===== src/rtl/custom_types.sv =====
// Shared types and select codes for the 4-bit CPU control path.
package custom_types;

  typedef enum logic [3:0] {
    OP_NOP  = 4'b0000,
    OP_ADD  = 4'b0001,
    OP_SUB  = 4'b0010,
    OP_AND  = 4'b0011,
    OP_OR   = 4'b0100,
    OP_LD   = 4'b0101,
    OP_ST   = 4'b0110,
    OP_JMP  = 4'b0111,
    OP_JZ   = 4'b1000,
    OP_HALT = 4'b1111
  } opcode_t;

  typedef enum logic [1:0] {
    ALU_ADD = 2'd0,
    ALU_SUB = 2'd1,
    ALU_AND = 2'd2,
    ALU_OR  = 2'd3
  } alu_operation_t;

  typedef enum logic [3:0] {
    INIT, FETCH, DECODE, EXEC, ALU_WB, MEM_RD, MEM_WR, JUMP, BRZ, HALT
  } ctrl_state_t;

  localparam logic [1:0] SRC1_PC   = 2'd0;
  localparam logic [1:0] SRC1_RD1  = 2'd1;
  localparam logic [1:0] SRC1_ZERO = 2'd2;
  localparam logic [1:0] SRC1_IMM2 = 2'd3;

  localparam logic [1:0] SRC2_RD2  = 2'd0;
  localparam logic [1:0] SRC2_IMM4 = 2'd1;
  localparam logic [1:0] SRC2_ONE  = 2'd2;
  localparam logic [1:0] SRC2_ZERO = 2'd3;

  localparam logic [1:0] RES_ALU_OUT    = 2'd0;
  localparam logic [1:0] RES_READ_DATA  = 2'd1;
  localparam logic [1:0] RES_ALU_RESULT = 2'd2;
  localparam logic [1:0] RES_IMM4       = 2'd3;

  function automatic logic is_alu_op(opcode_t op);
    return (op == OP_ADD) || (op == OP_SUB) || (op == OP_AND) || (op == OP_OR);
  endfunction

endpackage


===== src/rtl/alu_decoder.sv =====
// Combinational opcode -> ALU function mapping; non-ALU opcodes select ADD.
module alu_decoder
  import custom_types::*;
(
  input  opcode_t        opcode_i,
  output alu_operation_t alu_op_o
);

  always_comb begin
    alu_op_o = ALU_ADD;
    case (opcode_i)
      OP_SUB:  alu_op_o = ALU_SUB;
      OP_AND:  alu_op_o = ALU_AND;
      OP_OR:   alu_op_o = ALU_OR;
      default: alu_op_o = ALU_ADD;
    endcase
  end

endmodule


===== src/rtl/control_unit.sv =====
// Multicycle FSM controller for the 4-bit CPU.
// Optional feature: CTRL_ILLEGAL_TRAP_EN traps undefined opcodes into HALT.
module control_unit
  import custom_types::*;
#(
  parameter int unsigned CNT_WIDTH = 8
) (
  input  logic                 clk,
  input  logic                 reset,
  input  opcode_t              opcode,
  input  logic                 zero,
  output logic                 ir_write,
  output logic                 pc_write,
  output logic                 reg_write,
  output logic                 data_write,
  output logic                 alu_write,
  output logic                 zero_write,
  output logic [1:0]           alu_src1,
  output logic [1:0]           alu_src2,
  output alu_operation_t       alu_op,
  output logic [1:0]           result_src,
  output logic                 halted,
  output logic                 illegal,
  output logic [CNT_WIDTH-1:0] retired
);

  ctrl_state_t          state_q, state_d;
  logic [CNT_WIDTH-1:0] retired_q;
  logic                 retire;
  alu_operation_t       dec_alu_op;

  alu_decoder u_alu_decoder (
    .opcode_i (opcode),
    .alu_op_o (dec_alu_op)
  );

`ifdef CTRL_ILLEGAL_TRAP_EN
  logic illegal_q, illegal_d;
`endif

  always_ff @(posedge clk) begin
    if (reset) begin
      state_q   <= INIT;
      retired_q <= '0;
    end else begin
      state_q <= state_d;
      if (retire) retired_q <= retired_q + CNT_WIDTH'(1);
    end
  end

`ifdef CTRL_ILLEGAL_TRAP_EN
  always_ff @(posedge clk) begin
    if (reset) illegal_q <= 1'b0;
    else       illegal_q <= illegal_d;
  end
`endif

  always_comb begin
    state_d    = state_q;
    retire     = 1'b0;
    ir_write   = 1'b0;
    pc_write   = 1'b0;
    reg_write  = 1'b0;
    data_write = 1'b0;
    alu_write  = 1'b0;
    zero_write = 1'b0;
    alu_src1   = SRC1_PC;
    alu_src2   = SRC2_RD2;
    alu_op     = ALU_ADD;
    result_src = RES_ALU_OUT;
    halted     = 1'b0;
`ifdef CTRL_ILLEGAL_TRAP_EN
    illegal_d  = illegal_q;
`endif

    case (state_q)
      INIT: state_d = FETCH;
      FETCH: begin
        ir_write   = 1'b1;
        pc_write   = 1'b1;
        alu_src1   = SRC1_PC;
        alu_src2   = SRC2_ONE;
        alu_op     = ALU_ADD;
        result_src = RES_ALU_RESULT;
        state_d    = DECODE;
      end
      DECODE: begin
        if (is_alu_op(opcode)) begin
          state_d = EXEC;
        end else begin
          case (opcode)
            OP_NOP:  begin state_d = FETCH; retire = 1'b1; end
            OP_LD:   state_d = MEM_RD;
            OP_ST:   state_d = MEM_WR;
            OP_JMP:  state_d = JUMP;
            OP_JZ:   state_d = BRZ;
            OP_HALT: begin state_d = HALT; retire = 1'b1; end
            default: begin
`ifdef CTRL_ILLEGAL_TRAP_EN
              state_d   = HALT;
              illegal_d = 1'b1;
`else
              state_d = FETCH;
              retire  = 1'b1;
`endif
            end
          endcase
        end
      end
      EXEC: begin
        alu_src1   = SRC1_RD1;
        alu_src2   = SRC2_RD2;
        alu_op     = dec_alu_op;
        alu_write  = 1'b1;
        zero_write = 1'b1;
        state_d    = ALU_WB;
      end
      ALU_WB: begin
        result_src = RES_ALU_OUT;
        reg_write  = 1'b1;
        state_d    = FETCH;
        retire     = 1'b1;
      end
      MEM_RD: begin
        result_src = RES_READ_DATA;
        reg_write  = 1'b1;
        state_d    = FETCH;
        retire     = 1'b1;
      end
      MEM_WR: begin
        data_write = 1'b1;
        state_d    = FETCH;
        retire     = 1'b1;
      end
      JUMP: begin
        result_src = RES_IMM4;
        pc_write   = 1'b1;
        state_d    = FETCH;
        retire     = 1'b1;
      end
      BRZ: begin
        result_src = RES_IMM4;
        pc_write   = zero;
        state_d    = FETCH;
        retire     = 1'b1;
      end
      HALT: halted = 1'b1;
      default: state_d = INIT;
    endcase

    // Outputs are forced idle for the whole reset cycle, not just after the edge.
    if (reset) begin
      ir_write   = 1'b0;
      pc_write   = 1'b0;
      reg_write  = 1'b0;
      data_write = 1'b0;
      alu_write  = 1'b0;
      zero_write = 1'b0;
      alu_src1   = SRC1_PC;
      alu_src2   = SRC2_RD2;
      alu_op     = ALU_ADD;
      result_src = RES_ALU_OUT;
      halted     = 1'b0;
    end
  end

  assign retired = retired_q;

`ifdef CTRL_ILLEGAL_TRAP_EN
  assign illegal = illegal_q & ~reset;
`else
  assign illegal = 1'b0;
`endif

endmodule

===== config.mk =====
export PLATFORM = sky130hd
export DESIGN_NAME = control_unit
export DESIGN_NICKNAME = d
export VERILOG_FILES = /design/src/rtl/custom_types.sv /design/src/rtl/alu_decoder.sv /design/src/rtl/control_unit.sv
export SDC_FILE = /design/constraint.sdc
export NUM_CORES = 1
export LEC_CHECK = 0
export CORE_MARGIN = 3
export CORE_UTILIZATION = 40
export DETAILED_ROUTE_END_ITERATION = 16
export PLACE_DENSITY = 0.79
export SLEW_MARGIN = 20
export SYNTH_ARGS = -nofsm -noshare
export SYNTH_HDL_FRONTEND = slang
export SYNTH_HIERARCHICAL = 1
export SYNTH_SLANG_ARGS = --single-unit

===== constraint.sdc =====
create_clock -name clk -period 1.65 [get_ports clk]
set_clock_uncertainty 0.1 [all_clocks]
set_input_delay 0.2475 -clock clk [delete_from_list [all_inputs] [get_ports clk]]
set_output_delay 0.2475 -clock clk [all_outputs]
set_load 0.05 [all_outputs]

Word level (Yosys, flattened, before mapping)
Index checks and enable logic that the tools add are counted.

word-level totals
  bits in registers = 12

operators by class
  add/sub/neg operators = 1
  eq/ne operators = 18
  multiplexer cells = 27
  reductions and logical operators = 10

operators by type and width
  operator             number
  $pmux 4 s5           2
  $eq 4x3->1 const B   8
  $eq 4x2->1 const B   4
  $eq 4x4->1 const B   4
  $mux 1               14
  $mux 2               6
  $pmux 2 s3           2
  $add 8x1->8 const B  1
  $eq 4x1->1 const B   2
  $reduce_or 2->1      3
  $reduce_or 6->1      1
  $reduce_or 5->1      1
  $logic_not 4->1      1
  $mux 4               1
  $pmux 1 s2           2
  $reduce_or 4->1      1
  $logic_or 1x1->1     3

Longest topological paths before layout
  word-level depth = 6
  depth in mapped cells = 6
  mapped depth without buffers = 5

Hierarchy
The synthesis kept the hierarchy.

modules (own cells, without submodules)
  module        instances  cells each  area each (µm²)  seq. area each (µm²)
  control_unit  1          123         1,017.2          240.2
  alu_decoder   1          5           35.0             0.0

Least setup slack after synthesis
No wires, ideal clock.

  path type = reg2out
  start point = reg state_q[1]
  end point = out alu_src2[1]
  arrival time = 2.636 ns
  slack = -1.333 ns
  stages on the path, launching flop included = 5
  cells stage by stage = dfxtp_1 -> buf_4 -> or2b_1 -> nor4_1 -> buf_4

on the way
  longest elaborated chain between the ends = 3

RTL lines
  item                      line                 text
  start: declaration        control_unit.sv:27   ctrl_state_t state_q, state_d;
  start signal: assignment  control_unit.sv:46   state_q <= state_d;
  $eq 4x1->1                control_unit.sv:76   case (state_q)
  $mux 2                    control_unit.sv:76
  $mux 2                    control_unit.sv:152  if (reset) begin
  end: declaration          control_unit.sv:19   output logic [1:0] alu_src2,

Every way passes these cells.

Final worst setup path
  start point = reg state_q[0]
  end point = out pc_write

on the way
  longest elaborated chain between the ends = 4
  elaborated cells on any way between the ends = 6

RTL lines
  item                                             line                 text
  $eq 4x3->1 / $eq 4x1->1 (equally long branches)  control_unit.sv:76
  $reduce_or 2->1 (no source line)                 --
  $pmux 1 s2 (*)                                   control_unit.sv:76
  $mux 1 (*)                                       control_unit.sv:152
  end: declaration                                 control_unit.sv:13   output logic pc_write,

Every way passes the cells marked *; elsewhere a longest branch is shown, timed or not.

==> results.yml <==
status:
  status: "finished with violations"
  violations: "DRC, setup timing"
synthesis:
  synth_edf_count: 0
  seq_area_frac_synth_pct: 22.8
  synthFlopType: "dfxtp_1"
  yosys_warnings: 6
  synthTopCellsByArea: "dfxtp_1, a21oi_1, buf_4"
  yosysUniqueCellTypes: 48
  syn_inst: 128
  yosys.area.top_type: "dfxtp_1"
  synth_common_cells: "a21oi_1, dfxtp_1, buf_4, nand2_1, nor3_1"
  async_flop_share_pct: 0
  synth_area_mm2: 0.00105
  syn_area_per_cell_um2: 8.22
  synth_seq_cells: 12
  synth_top_area_share_pct: 22.8
clocking:
  clock_latency_ns: 0.29
  cts_buffer_depth: 2
  ctsRootBufferMaster: "clkbuf_4"
  cts_tree: "built"
  cts-hold-fix-buffers: 0
  cts_buffers: 3
  cts-htree-levels: 1
  clk_pin_slew_ns: 0.08
  cts.sinks: 12
run:
  max_cap_violations: 0
worst_hold_path:
  hold_path.class: "input port to register"
global_route:
  antenna_found_initial: 0
  grt_overflow: 0
  track_usage_pct: 22.7
  grt_pass1_wl_um: 5750
  grt_pass1_vias: 1204
  grt_max_degree: 16
floorplanning:
  die_h_um: 57.3
  fp.dieW_um: 57.3
  coreArea_mm2: 0.00236
  ios: 31
  row_count: 17
  die_area_mm2: 0.00328
  initial_core_util_pct: 44.6
pwr:
  power.total_mw: 1.04
  intPower_mw: 0.649
  p_leak_nw: 0.829
  swShare_pct: 37.9
  power_switching_mw: 0.395
  power.share.sequential_pct: 33.2
  p_per_area_mw_per_mm2: 535
  p_clk_share_pct: 24.2
  combPwrFrac_pct: 42.6
  irDropWorstVdd_v: 0.000471
layout:
  multi_input_area_um2: 848
  drive_gt1_share_pct: 51.6
  regArea_um2: 263
  area_delta_synth_final_pct: 85.4
  nets: 191
  n_fill_cell: 113
  antenna_cells: 0
sta:
  tns_ns: -3.84
  worst_slack_ns: -0.284
  finalCriticalPeriod_ns: 1.93
  period_share_pct: 117
  fmax_mhz: 517
  rsz0062_at_grt: "yes"
  finalHoldViolCount: 0
  setup_violations: 20
  slew_violations: 0
route:
  ant_nets: 0
  wl_per_cell_um: 20.4
  wirelength_um: 4280
  dr.pass1.iters: 12
  vias_per_cell: 6.19
  drc: 1
  vias: 1300
  drt_iter0_markers: 57
critical_path:
  crit_type: "register to primary output"
  worstSetupStartpointType: "register"
  required_ns: 1.30
  arrival_ns: 1.59
  path_max_fanout: 4
  cp-end-kind: "primary output"
place:
  place_ws_ns: -0.406
  port_buffers: 27
  dp_hpwl_um: 2330
  place.gp.congestion: 0.852
## through the flow
| stage | instances | util [%] | instance area, µm² | hold WS, ns |
|---|---|---|---|---|
| after global placement | 195 | 72.3 | 1710 | 0.396 |
| after CTS | 203 | 76.8 | 1810 | 0.402 |
| final | 210 | 82.6 | 1950 | 0.435 |
| after detailed placement | 195 | 72.3 | 1710 | 0.403 |
| after global routing | 210 | 82.6 | 1950 | 0.440 |
| after floorplan | 130 | - | 1170 | 0.330 |
## path summary, 6_finish.rpt
| check | cells past startpoint | slack (ns) | from | endpoint |
|---|---|---|---|---|
| worst max register to register | 7 | -0.17 | state_q[0] | retired[7] |
| worst max-delay path | 5 | -0.28 | state_q[0] | pc_write |
| worst min register to register | 2 | 0.49 | retired[0] | retired[0] |
| worst min-delay path | 3 | 0.43 | reset | state_q[1] |
## area by class of cell
class	instances	area share [%]
repair buffers	63	38.4
clock buffers	4	1.86
flip-flops and latches	12	13.5
multi-input cells	98	43.5
inverters	5	0.962
well taps	28	1.80
## kinds of logic after synthesis
kind of cell	share of synthesized area, %
fa+ha+maj	1.19
other cells	0.356
mux	4.76
xor+xnor	2.50
compound gates	21.5
flops	22.8
simple gates	35.2
buf+inv	11.7
## state kept, by name (all words and copies together) (netlist names)
register / flops
state_q: 4
retired: 8
## critical path, stage by stage (launching register included)
cell,delay (ns)
dfxtp_4,0.37
buf_4,0.15
nor4b_4,0.31
nand2_1,0.15
a21oi_4,0.18
buf_12,0.15
## power groups by stage
stage	clock network (mW)	logic, mW	registers, mW
2_1_floorplan	0	0.188	0.388
3_3_place_gp	0	0.372	0.351
3_5_place_dp	0	0.381	0.353
4_1_cts	0.255	0.395	0.343
5_1_grt	0.267	0.464	0.350
6_report	0.253	0.444	0.347
## layout by cell type (no fill, tap or decap), types with 4 or more instances in the layout
cell type and n:
buf_4 31, buf_12 19, a21oi_1 10, nand2_1 6, buf_6 6, dfxtp_2 6, inv_1 5, dlygate4sd2_1 5
nor3_1 4, mux2i_1 4, and3_1 4, nor3b_1 4, dfxtp_4 4
## per-layer routing
layer	up-vias	global-route usage (%)	wire length, µm
met2	90	42.6	2250
met1	613	25.6	1510
met5	-	0	0
li1	574	-	-
met4	0	7.62	211
met3	23	3.85	305
## what timing repair did
item,4_1_cts,5_1_grt
gates cloned,0,1
endpoints found under the hold margin,0,0
pin swaps,10,7
buffers inserted,4,6
gates resized for setup,19,15
endpoints found under the setup margin,16,21
Power figures use the tool's default switching activity.
==> RTL edit, RTL diff (same flow settings) <==
The parameter `CNT_WIDTH` goes from 8 to 6.
--- a/src/rtl/control_unit.sv
+++ b/src/rtl/control_unit.sv
@@ -3,7 +3,7 @@
 module control_unit
   import custom_types::*;
 #(
-  parameter int unsigned CNT_WIDTH = 8
+  parameter int unsigned CNT_WIDTH = 6
 ) (
   input  logic                 clk,
   input  logic                 reset,
Ports: changed (resized retired); port bits go from 31 to 29. The function was not compared with the original's and may differ.
==> RTL edit against the original RTL <==
The run ends with setup timing left. Worst setup slack lost 9.2 ps. Largest cell class is now buffers. Power shrank 9.3%. Critical path depth grew 1. Wire length grew 0.65%. Highest routed layer unchanged. Die area shrank 13%. Critical endpoint is now result_src[0]. Synthesized area shrank 15%. Sequential share of layout area shrank 1.4 points. Worst hold slack lost 42 ps. Sequential cell count shrank 2. Design area shrank 8.4%.
==> RTL edit: results (changes against the original RTL) <==
outcome finished with violations (unchanged); failing checks setup timing (was DRC, setup timing); power in sequential cells 283 µW (was 347 µW); number of combinational gates with multiple inputs 85 (was 98); Max IR drop VDD 0.0008713 V (was 0.0004714 V); global routing usage on met2 45.10% (was 42.58%); met3 Resource Use GR 6.761% (was 3.846%); termination of the worst setup path result_src[0] (was pc_write); wire length after detailed routing 4.306 mm (was 4.278 mm); number of setup buffers added after CTS 10 (was 4); cell internal power dissipation 577.6 µW (was 648.8 µW); hpwl dp 2.033 mm (was 2.335 mm); portion of the post-synthesis area used by sequential elements 22.35% (was 22.83%); number of distinct standard cells referenced by the synthesized netlist 46 (was 48); pin count of the biggest net entering global routing 21 (was 16); net total in the final layout 174 (was 191); Seq/total area 12.04% (was 13.47%); critical path startpoint state_q[2]$_SDFFE_PP0P_ (was state_q[0]$_SDFFE_PP0P_); share of cells above drive strength 1 52.73% (was 51.65%); number of global-route vias before repair 1098 (was 1204); final weighted congestion of routability-driven global placement 0.8882 (was 0.8518); Final WS setup -293.6 ps (was -284.4 ps); met2 wirelength from detailed routing 2.165 mm (was 2.250 mm); I/O Buffers 25 (was 27); first-pass iteration count of the detailed router 5 (was 12); R2R setup slack -200 ps (was -170 ps); placement-stage cell area 0.001513 mm² (was 0.001708 mm²); Clk. pwr 242 µW (was 253 µW); detailed-route vias per instance 6.188 (was 6.190); Non-clock buffering overhead 41.88% (was 38.42%); endpoint of the worst hold path state_q[2]$_SDFFE_PP0P_ (was state_q[1]$_SDFFE_PP0P_); Worst Setup Slack post-DPL -478.6 ps (was -406.3 ps); count of non-CTS buffers in the layout 61 (was 63); Pleak 0.0007399 µW (was 0.0008291 µW); CTS resizes 20 (was 19); Wirelength per Cell 22.43 µm (was 20.37 µm); number of DRC markers in iteration 0 74 (was 57); final setup fails 18 (was 20); relative contribution of sequential cells to total power 29.9% (was 33.2%); share of the final layout cell area in multi-input gates 41.11% (was 43.49%)
-- RTL edit: cell types whose count changed after synthesis, moves of 2 or more --
cell / before / now
sky130_fd_sc_hd__dfxtp_1: 12 / 10
sky130_fd_sc_hd__nand4b_1: 2 / 0
sky130_fd_sc_hd__nor3b_1: 4 / 0
sky130_fd_sc_hd__and3_1: 5 / 2
sky130_fd_sc_hd__nor3_1: 7 / 5
sky130_fd_sc_hd__a31oi_1: 2 / 0
sky130_fd_sc_hd__nor4_1: 3 / 6
sky130_fd_sc_hd__a21oi_1: 12 / 8
sky130_fd_sc_hd__o211ai_1: 1 / 3
sky130_fd_sc_hd__nor4b_1: 4 / 2
sky130_fd_sc_hd__o21ai_1: 0 / 2
-- RTL edit: kinds of logic after synthesis --
kind of cell | share of synthesized area, %
and+or+nand+nor | 37.57
DFF | 22.35
AOI/OAI and AO/OA | 16.76
adders and majority gates | 1.396
muxes | 6.983
other | 0.4186
buffers and inverters | 11.59
xor gates and xnor gates | 2.933
